[config.mk]
export PLATFORM = sky130hd
export DESIGN_NAME = rr_arbiter3
export DESIGN_NICKNAME = d
export VERILOG_FILES = /design/src/rtl/arb3_pkg.sv /design/src/rtl/mux3_1.sv /design/src/rtl/rr_arbiter3.sv
export SDC_FILE = /design/constraint.sdc
export NUM_CORES = 1
export LEC_CHECK = 0
export ABC_AREA = 1
export BUFFER_PORTS_ARGS = -buffer_cell sky130_fd_sc_hd__buf_2
export CELL_PAD_IN_SITES_DETAIL_PLACEMENT = 0
export CELL_PAD_IN_SITES_GLOBAL_PLACEMENT = 1
export CORE_MARGIN = 2
export CORE_UTILIZATION = 25
export CTS_CLUSTER_DIAMETER = 100
export CTS_CLUSTER_SIZE = 8
export DETAILED_ROUTE_END_ITERATION = 7
export GPL_TIMING_DRIVEN = 0
export HOLD_SLACK_MARGIN = 0.05
export PLACE_DENSITY = 0.94
export SLEW_MARGIN = 30
export SYNTH_ARGS = -nofsm -noshare
export SYNTH_HDL_FRONTEND = slang
export SYNTH_SLANG_ARGS = --single-unit
[constraint.sdc]
create_clock -name clk -period 4.7 [get_ports clk]
set_input_delay 0.235 -clock clk [delete_from_list [all_inputs] [get_ports clk]]
set_output_delay 0.235 -clock clk [all_outputs]
set_load 0.05 [all_outputs]
[src/rtl/arb3_pkg.sv]
// Shared types, select encodings and the round-robin pick for the three-way arbiter.
package arb3_pkg;

   typedef enum logic {IDLE, BUSY} arb_state_t;

   localparam int         NUM_REQ = 3;
   localparam logic [1:0] SEL_D0  = 2'b00;
   localparam logic [1:0] SEL_D1  = 2'b01;
   localparam logic [1:0] SEL_D2  = 2'b10;

   // First pending requester in the order ptr, ptr+1, ptr+2 (mod 3); ptr when none pending.
   function automatic logic [1:0] rr_pick(input logic [NUM_REQ-1:0] req,
                                          input logic [1:0]         ptr);
      logic [1:0] win;
      logic       found;
      int         j;
      win   = ptr;
      found = 1'b0;
      for (int k = 0; k < NUM_REQ; k++) begin
         j = (int'(ptr) + k) % NUM_REQ;
         if (!found && req[j]) begin
            win   = 2'(j);
            found = 1'b1;
         end
      end
      return win;
   endfunction

   function automatic logic [1:0] next_ptr(input logic [1:0] w);
      return (w == SEL_D2) ? SEL_D0 : w + 2'd1;
   endfunction

   function automatic logic [NUM_REQ-1:0] sel_to_onehot(input logic [1:0] s);
      return NUM_REQ'(1) << s;
   endfunction

endpackage

[src/rtl/mux3_1.sv]
// Three-input multiplexer; the unused select code 11 falls back to a0.
module mux3_1 #(
   parameter int N = 32
) (
   input  logic [1:0]   sel,
   input  logic [N-1:0] a0,
   input  logic [N-1:0] a1,
   input  logic [N-1:0] a2,
   output logic [N-1:0] y
);

   // NOTE: a default before the case keeps this purely combinational (no latch).
   always_comb begin
      y = a0;
      case (sel)
         2'b01:   y = a1;
         2'b10:   y = a2;
         default: y = a0;
      endcase
   end

endmodule

[src/rtl/rr_arbiter3.sv]
// Round-robin arbiter sharing one sink among three valid/ready requesters,
// with burst release on last or after MAX_BEATS accepted beats.
module rr_arbiter3
   import arb3_pkg::*;
#(
   parameter int N         = 32,
   parameter int MAX_BEATS = 16
) (
   input  logic               clk,
   input  logic               rst,
   input  logic [NUM_REQ-1:0] valid,
   input  logic [NUM_REQ-1:0] last,
   input  logic [N-1:0]       d0,
   input  logic [N-1:0]       d1,
   input  logic [N-1:0]       d2,
   output logic [NUM_REQ-1:0] ready,
   output logic [N-1:0]       y,
   output logic               y_valid,
   output logic               y_last,
   input  logic               y_ready,
   output logic [NUM_REQ-1:0] gnt,
   output logic [1:0]         sel,
   output logic               busy,
   output logic               preempt
);

   localparam int CW = $clog2(MAX_BEATS + 1);

   arb_state_t         state_q,   state_d;
   logic [NUM_REQ-1:0] gnt_q,     gnt_d;
   logic [1:0]         sel_q,     sel_d;
   logic [1:0]         ptr_q,     ptr_d;
   logic               busy_q,    busy_d;
   logic               preempt_q, preempt_d;
   logic [CW-1:0]      cnt_q,     cnt_d;

   logic       last_w;
   logic       at_max;
   logic       accept;
   logic       rel;
   logic [1:0] win;

   mux3_1 #(.N(N)) u_data_mux (
      .sel (sel_q),
      .a0  (d0),
      .a1  (d1),
      .a2  (d2),
      .y   (y)
   );

   mux3_1 #(.N(1)) u_last_mux (
      .sel (sel_q),
      .a0  (last[0]),
      .a1  (last[1]),
      .a2  (last[2]),
      .y   (last_w)
   );

   // Sink-side handshake is combinational off the registered select.
   assign y_valid = (state_q == BUSY) && valid[sel_q];
   assign ready   = gnt_q & {NUM_REQ{y_ready}};
   assign accept  = y_valid && y_ready;
   assign at_max  = (cnt_q == CW'(MAX_BEATS - 1));
   assign y_last  = y_valid && (last_w || at_max);
   assign rel     = accept && (last_w || at_max);
   assign win     = rr_pick(valid, ptr_q);

   always_comb begin
      state_d   = state_q;
      gnt_d     = gnt_q;
      sel_d     = sel_q;
      ptr_d     = ptr_q;
      busy_d    = busy_q;
      cnt_d     = cnt_q;
      preempt_d = 1'b0;
      case (state_q)
         IDLE: begin
            if (|valid) begin
               state_d = BUSY;
               sel_d   = win;
               gnt_d   = sel_to_onehot(win);
               busy_d  = 1'b1;
               cnt_d   = '0;
            end
         end
         BUSY: begin
            if (accept) begin
               cnt_d = cnt_q + CW'(1);
               if (rel) begin
                  state_d   = IDLE;
                  gnt_d     = '0;
                  sel_d     = SEL_D0;
                  busy_d    = 1'b0;
                  ptr_d     = next_ptr(sel_q);
                  cnt_d     = '0;
                  preempt_d = !last_w;
               end
            end
         end
         default: state_d = IDLE;
      endcase
   end

   // NOTE: sequential state uses non-blocking assignments so all flops update together.
   always_ff @(posedge clk or posedge rst) begin
      if (rst) begin
         state_q   <= IDLE;
         gnt_q     <= '0;
         sel_q     <= SEL_D0;
         ptr_q     <= SEL_D0;
         busy_q    <= 1'b0;
         preempt_q <= 1'b0;
         cnt_q     <= '0;
      end else begin
         state_q   <= state_d;
         gnt_q     <= gnt_d;
         sel_q     <= sel_d;
         ptr_q     <= ptr_d;
         busy_q    <= busy_d;
         preempt_q <= preempt_d;
         cnt_q     <= cnt_d;
      end
   end

   assign gnt     = gnt_q;
   assign sel     = sel_q;
   assign busy    = busy_q;
   assign preempt = preempt_q;

endmodule

== Word level (Yosys, flattened, before mapping) ==
Index checks and enable logic that the tools add are counted.

* Logic and storage cells: 83
* Register bits: 15
* Output and inout port bits: 44

* Equal/unequal tests: 6
* $lt $le $gt $ge: 4
* Div/mod/pow operators: 3
* Add/subtract/negate cells: 4
* Shifts and indexed selects: 1
* Reductions and logical operators: 14
* Multiplexer cells: 42
* Bitwise gates (word level): 2

{| class="wikitable"
|+ Operators by type and width
! operator !! count
|-
| 32-bit by 4-bit less-than comparator with 1-bit output (second input constant) || 3
|-
| 32-bit by 3-bit remainder unit with 32-bit output (second input constant) || 2
|-
| 32-bit one-hot mux with 2 select lines || 1
|-
| 3-bit by 3-bit remainder unit with 32-bit output (second input constant) || 1
|-
| 1-bit 2-to-1 mux || 18
|-
| 5-bit 2-to-1 mux || 3
|-
| 2-bit 2-to-1 mux || 7
|-
| 5-bit one-hot mux with 2 select lines || 1
|-
| 3-bit 2-to-1 mux || 3
|-
| 1-bit binary-select mux with 2-bit select || 4
|-
| 1-bit logical AND || 6
|-
| 1-bit one-hot mux with 2 select lines || 3
|-
| 3-bit one-hot mux with 2 select lines || 1
|-
| 3-bit AND reduction || 2
|-
| 5-bit by 1-bit adder with 5-bit output (second input constant) || 1
|-
| 5-bit by 4-bit == test with 1-bit output (second input constant) || 1
|-
| 2-bit by 1-bit inequality test with 1-bit output (second input constant) || 2
|-
| 2-bit one-hot mux with 2 select lines || 1
|-
| 2-bit by 1-bit adder with 3-bit output (second input constant) || 1
|-
| 2-bit by 2-bit adder with 3-bit output (second input constant) || 1
|-
| 3-bit AND || 1
|-
| 1-bit logical NOT || 3
|-
| 2-bit by 3-bit less-than comparator with 1-bit output (second input constant) || 1
|-
| 3-bit OR reduction || 1
|-
| 8 further kinds || 8
|}

== Logic depth before layout (Yosys ltp) ==
* Depth after elaboration: 14
* Depth in mapped cells: 13
* Gate-level depth less buffers: 13

== Hierarchy ==
From an unflattened synthesis, not the netlist that was laid out.

* Cells, all modules: 377
* Area total of the unflattened synthesis: 2006.9 µm²

{| class="wikitable"
|+ Modules (own cells, without submodules)
! module !! instances !! area an instance (µm²) !! cells each !! seq. area each (µm²)
|-
| rr_arbiter3 || 1 || 1069.8 || 156 || 375.4
|-
| mux3_1 at u_data_mux || 1 || 878.3 || 210 || 0.0
|-
| mux3_1 at u_last_mux || 1 || 58.8 || 11 || 0.0
|}

== Least setup slack after synthesis ==
OpenSTA, ideal clock, no wires.

* Kind: register -> output
* Start: register sel_q[0], in the netlist sel[0]
* End: output port y[0]
* Buffers on the path: 2
* Data required time: 4.465 ns
* Arrival time: 2.550 ns
* Stages on the path, launching flop included: 7
* Slack: 1.915 ns
* Path through: dfrtp_1 > inv_1 > ha_1 > buf_2 > buf_1 > nor2_1 > a31oi_1

* Longest elaborated chain between the ends: 2
* Elaborated cells on any way between the ends: 3
* Classes of those cells: eq/ne (2); mux (1)

{| class="wikitable"
|+ RTL lines
! item !! RTL line !! text
|-
| start: declaration || rr_arbiter3.sv:31 || <nowiki>logic [1:0] sel_q, sel_d;</nowiki>
|-
| start signal: assignment || rr_arbiter3.sv:117 || <nowiki>sel_q <= sel_d;</nowiki>
|-
| 2-bit == test / 2-bit by 1-bit == test with 1-bit output (equally long branches) || mux3_1.sv:15 || <nowiki>case (sel)</nowiki>
|-
| 32-bit one-hot mux with 2 select lines (*) || mux3_1.sv:15 ||
|-
| end: declaration || rr_arbiter3.sv:17 || <nowiki>output logic [N-1:0] y,</nowiki>
|}

Every way passes the cells marked *; elsewhere a longest branch is shown, timed or not.

== Worst setup path in the final report ==
* Start: register sel_q[0], in the netlist sel[0]
* End: output port y[13]

The elaborated chain is that of the path after synthesis.

==> flow_summary.ini <==
[routing]
wirelength_um = 6719
ant_nets = 0
wire_per_inst_um = 12.85
route.detailed.drc = 0
dr.first_iter.drc_count = 86
vias = 2484
vias_per_cell = 4.750
firstDrtPassIters = 4

[yosys]
synth-simple-area-share_pct = 42.69
synth-seq-cells = 15
synthArstFlopShare_pct = 100.0
synth.mux.area_fraction_pct = 0.5818
mappedNetlistArea_mm2 = 0.001720
yosys_most_used_dff = dfrtp_1
synth_edf_count = 0
synthXorXnorAreaFrac_pct = 1.018
ys_warn_count = 0
synth_fp_nets = 403
yosysTopAreaCellShare_pct = 22.47
synthAdderAreaFrac_pct = 6.545
synth_top_family_by_area = simple AND/OR/NAND/NOR gates
synth.area.top_cells = nand2_1 (22%), dfrtp_1 (22%), a31oi_1 (12%)
synth_top_cell_by_area = nand2_1
avgSynthCellArea_um2 = 5.953
ys_seq_area_share_pct = 21.82
synthCells = 289
synthDistinctLibCells = 28
synth_compound_area_share_pct = 17.89

[sta]
final-max-slew-violation-count = 0
setup_violations = 0
max_freq_ghz = 0.3836
rsz0062_at_grt = false
clock_skew_ps = 4.408
final.setup.tns_ps = 0
hold_viol_final = 0
post-route-worst-setup-slack_ps = 2093
fin_crit_ps = 2607
period_share_pct = 55.46
slew_headroom_pct = 62.35
tightest_slew_ps = 564.1

[worst_setup_path]
cp_cell_sequence = inv_1, ha_1, buf_2, buf_1, nor2_1, a31oi_1, buf_2
max_stage_delay_ps = 430
cp-end-kind = output pin
worstSetupPathType = flop to output pin
cp_data_arrival_time_ps = 2370
cp_top_family = buffers and inverters
crit_path_start_kind = flop
cp_slowest_cell = dfrtp_1
path_max_fanout = 10
critPathRequiredTime_ps = 4470
path_common_cell = buf_2
path_buf_inv = 4

[clocking]
ctsResizeCount = 0
clk_latency_ps = 250
cts_buffers = 3
clkTransAtPathRegs_ps = 60
cts-root-buf = clkbuf_8
htreeDepth = 1
clock-sinks = 15
clockBufferDepth = 2
cts_tree = done

[finish]
drive_gt1_share_pct = 39.59
final_cells = 523
areaGrowthSynthToFinish_pct = 52.22
nets = 557

[floorplanning]
fp.dieH_um = 86.96
dieArea_mm2 = 0.007561
floorplan.initialDensity_pct = 25.61
pin_count = 149
core_mm2 = 0.006719
die_w_um = 86.96
rows = 30

[global_routing]
grt.total_usage_pct = 16.60
antenna_found_initial = 1
grt_pass1_wl_um = 10210
grt_max_degree = 16
grt_pass1_vias = 2350
grt_overflow = 0

[placement]
gp_congestion = 0.8150
dp_cells = 517
dp_slack_ps = 2367
place_hpwl_um = 5593
io_buffers = 148

[outcome]
status = finished, final reports clean

[worst_hold_path]
min_path_type = input port to flop

[job]
cap_violations = 0
-- synthesized netlist by cell type (2+ instances only) --
master	instances
a21oi_2	3
a31oi_1	32
buf_1	6
buf_2	3
clkbuf_1	6
dfrtp_1	15
ha_1	9
inv_1	20
inv_2	3
nand2_1	103
nand2_2	4
nand3_1	20
nand3_2	2
nand4_1	2
nor2_1	38
nor2_2	3
o21ai_0	3
o21ai_1	6
xor2_1	2
-- per-stage QoR --
step           cell area [um2]  util, %  hold slack, ps
2_1_floorplan             1720        -           136.5
3_3_place_gp              2561    38.12           312.0
3_5_place_dp              2561    38.12           326.2
4_1_cts                   2616    38.94           371.1
5_1_grt                   2619    38.98           409.5
6_report                  2619    38.98           369.4
-- sequential cells by signal, indices dropped and copies added (netlist names) --
signal / cells
preempt: 1
cnt_q: 5
ptr_q: 2
sel: 2
gnt: 3
state_q: 1
busy: 1
-- area by class of cell --
type | count | area, um2
timing repair buffer | 149 | 750.7
inverter | 24 | 91.34
buffer | 16 | 71.32
clock buffer | 4 | 45.04
antenna | 1 | 2.502
multi-input combinational | 234 | 1182
sequential | 15 | 375.4
tap | 80 | 100.1
fill | 762 | 4100
-- placed cells by master, fill, tap and decap left out, types with 7 or more instances in the layout --
cell type and n:
inv_1 20, clkbuf_1 7, buf_2 151, dfrtp_1 15, a31oi_1 32, nand2_1 103, nor2_1 38, nand3_1 20
ha_1 9
-- path summary, 6_finish.rpt --
kind | startpoint | end | slack (ps) | depth (start not counted)
max | sel[0] | y[13] | 2090 | 7
min | last[0] | preempt | 370 | 4
max reg2reg | sel[0] | busy | 2800 | 13
min reg2reg | cnt_q[0] | cnt_q[0] | 500 | 1
max in group asynchronous | rst | preempt | 3750 | 3
min in group asynchronous | rst | gnt[2] | 580 | 3
-- worst reg2reg max path: cells and delay by family, from the launching register on --
kind            cells  cell delay, ps
simple gates        8             550
fa+ha+maj           1             160
buf+inv             3             480
compound gates      1             130
flops               1             430
-- cells by family (layout without fill, tap and decap cells) --
kind of cell               count (synthesis)  after routing
and+or+nand+nor                          175            175
AOI/OAI and AO/OA                         47             47
buffers and inverters                     40            193
DFF                                       15             15
adders and majority gates                  9              9
xor gates and xnor gates                   2              2
muxes                                      1              1
other                                      0              1
-- routing by layer --
metal  vias up  GRT usage [%]  share of wire, %  routed length [um]
met5         -              0                 0                   0
met4         0          5.540               2.3                 153
met3        14          2.749               8.0                 538
met2       114          32.48                50                3371
met1      1104          17.68                40                2656
li1       1252              -                 -                   -
-- what timing repair did --
item,in CTS,in global routing
buffers inserted,0,0
hold buffers,1,0
endpoints found under the hold margin,15,0
endpoints found under the setup margin,0,0
Power is not shown: default switching activity piles up to over one toggle a cycle in this logic, so the estimate is an artifact.
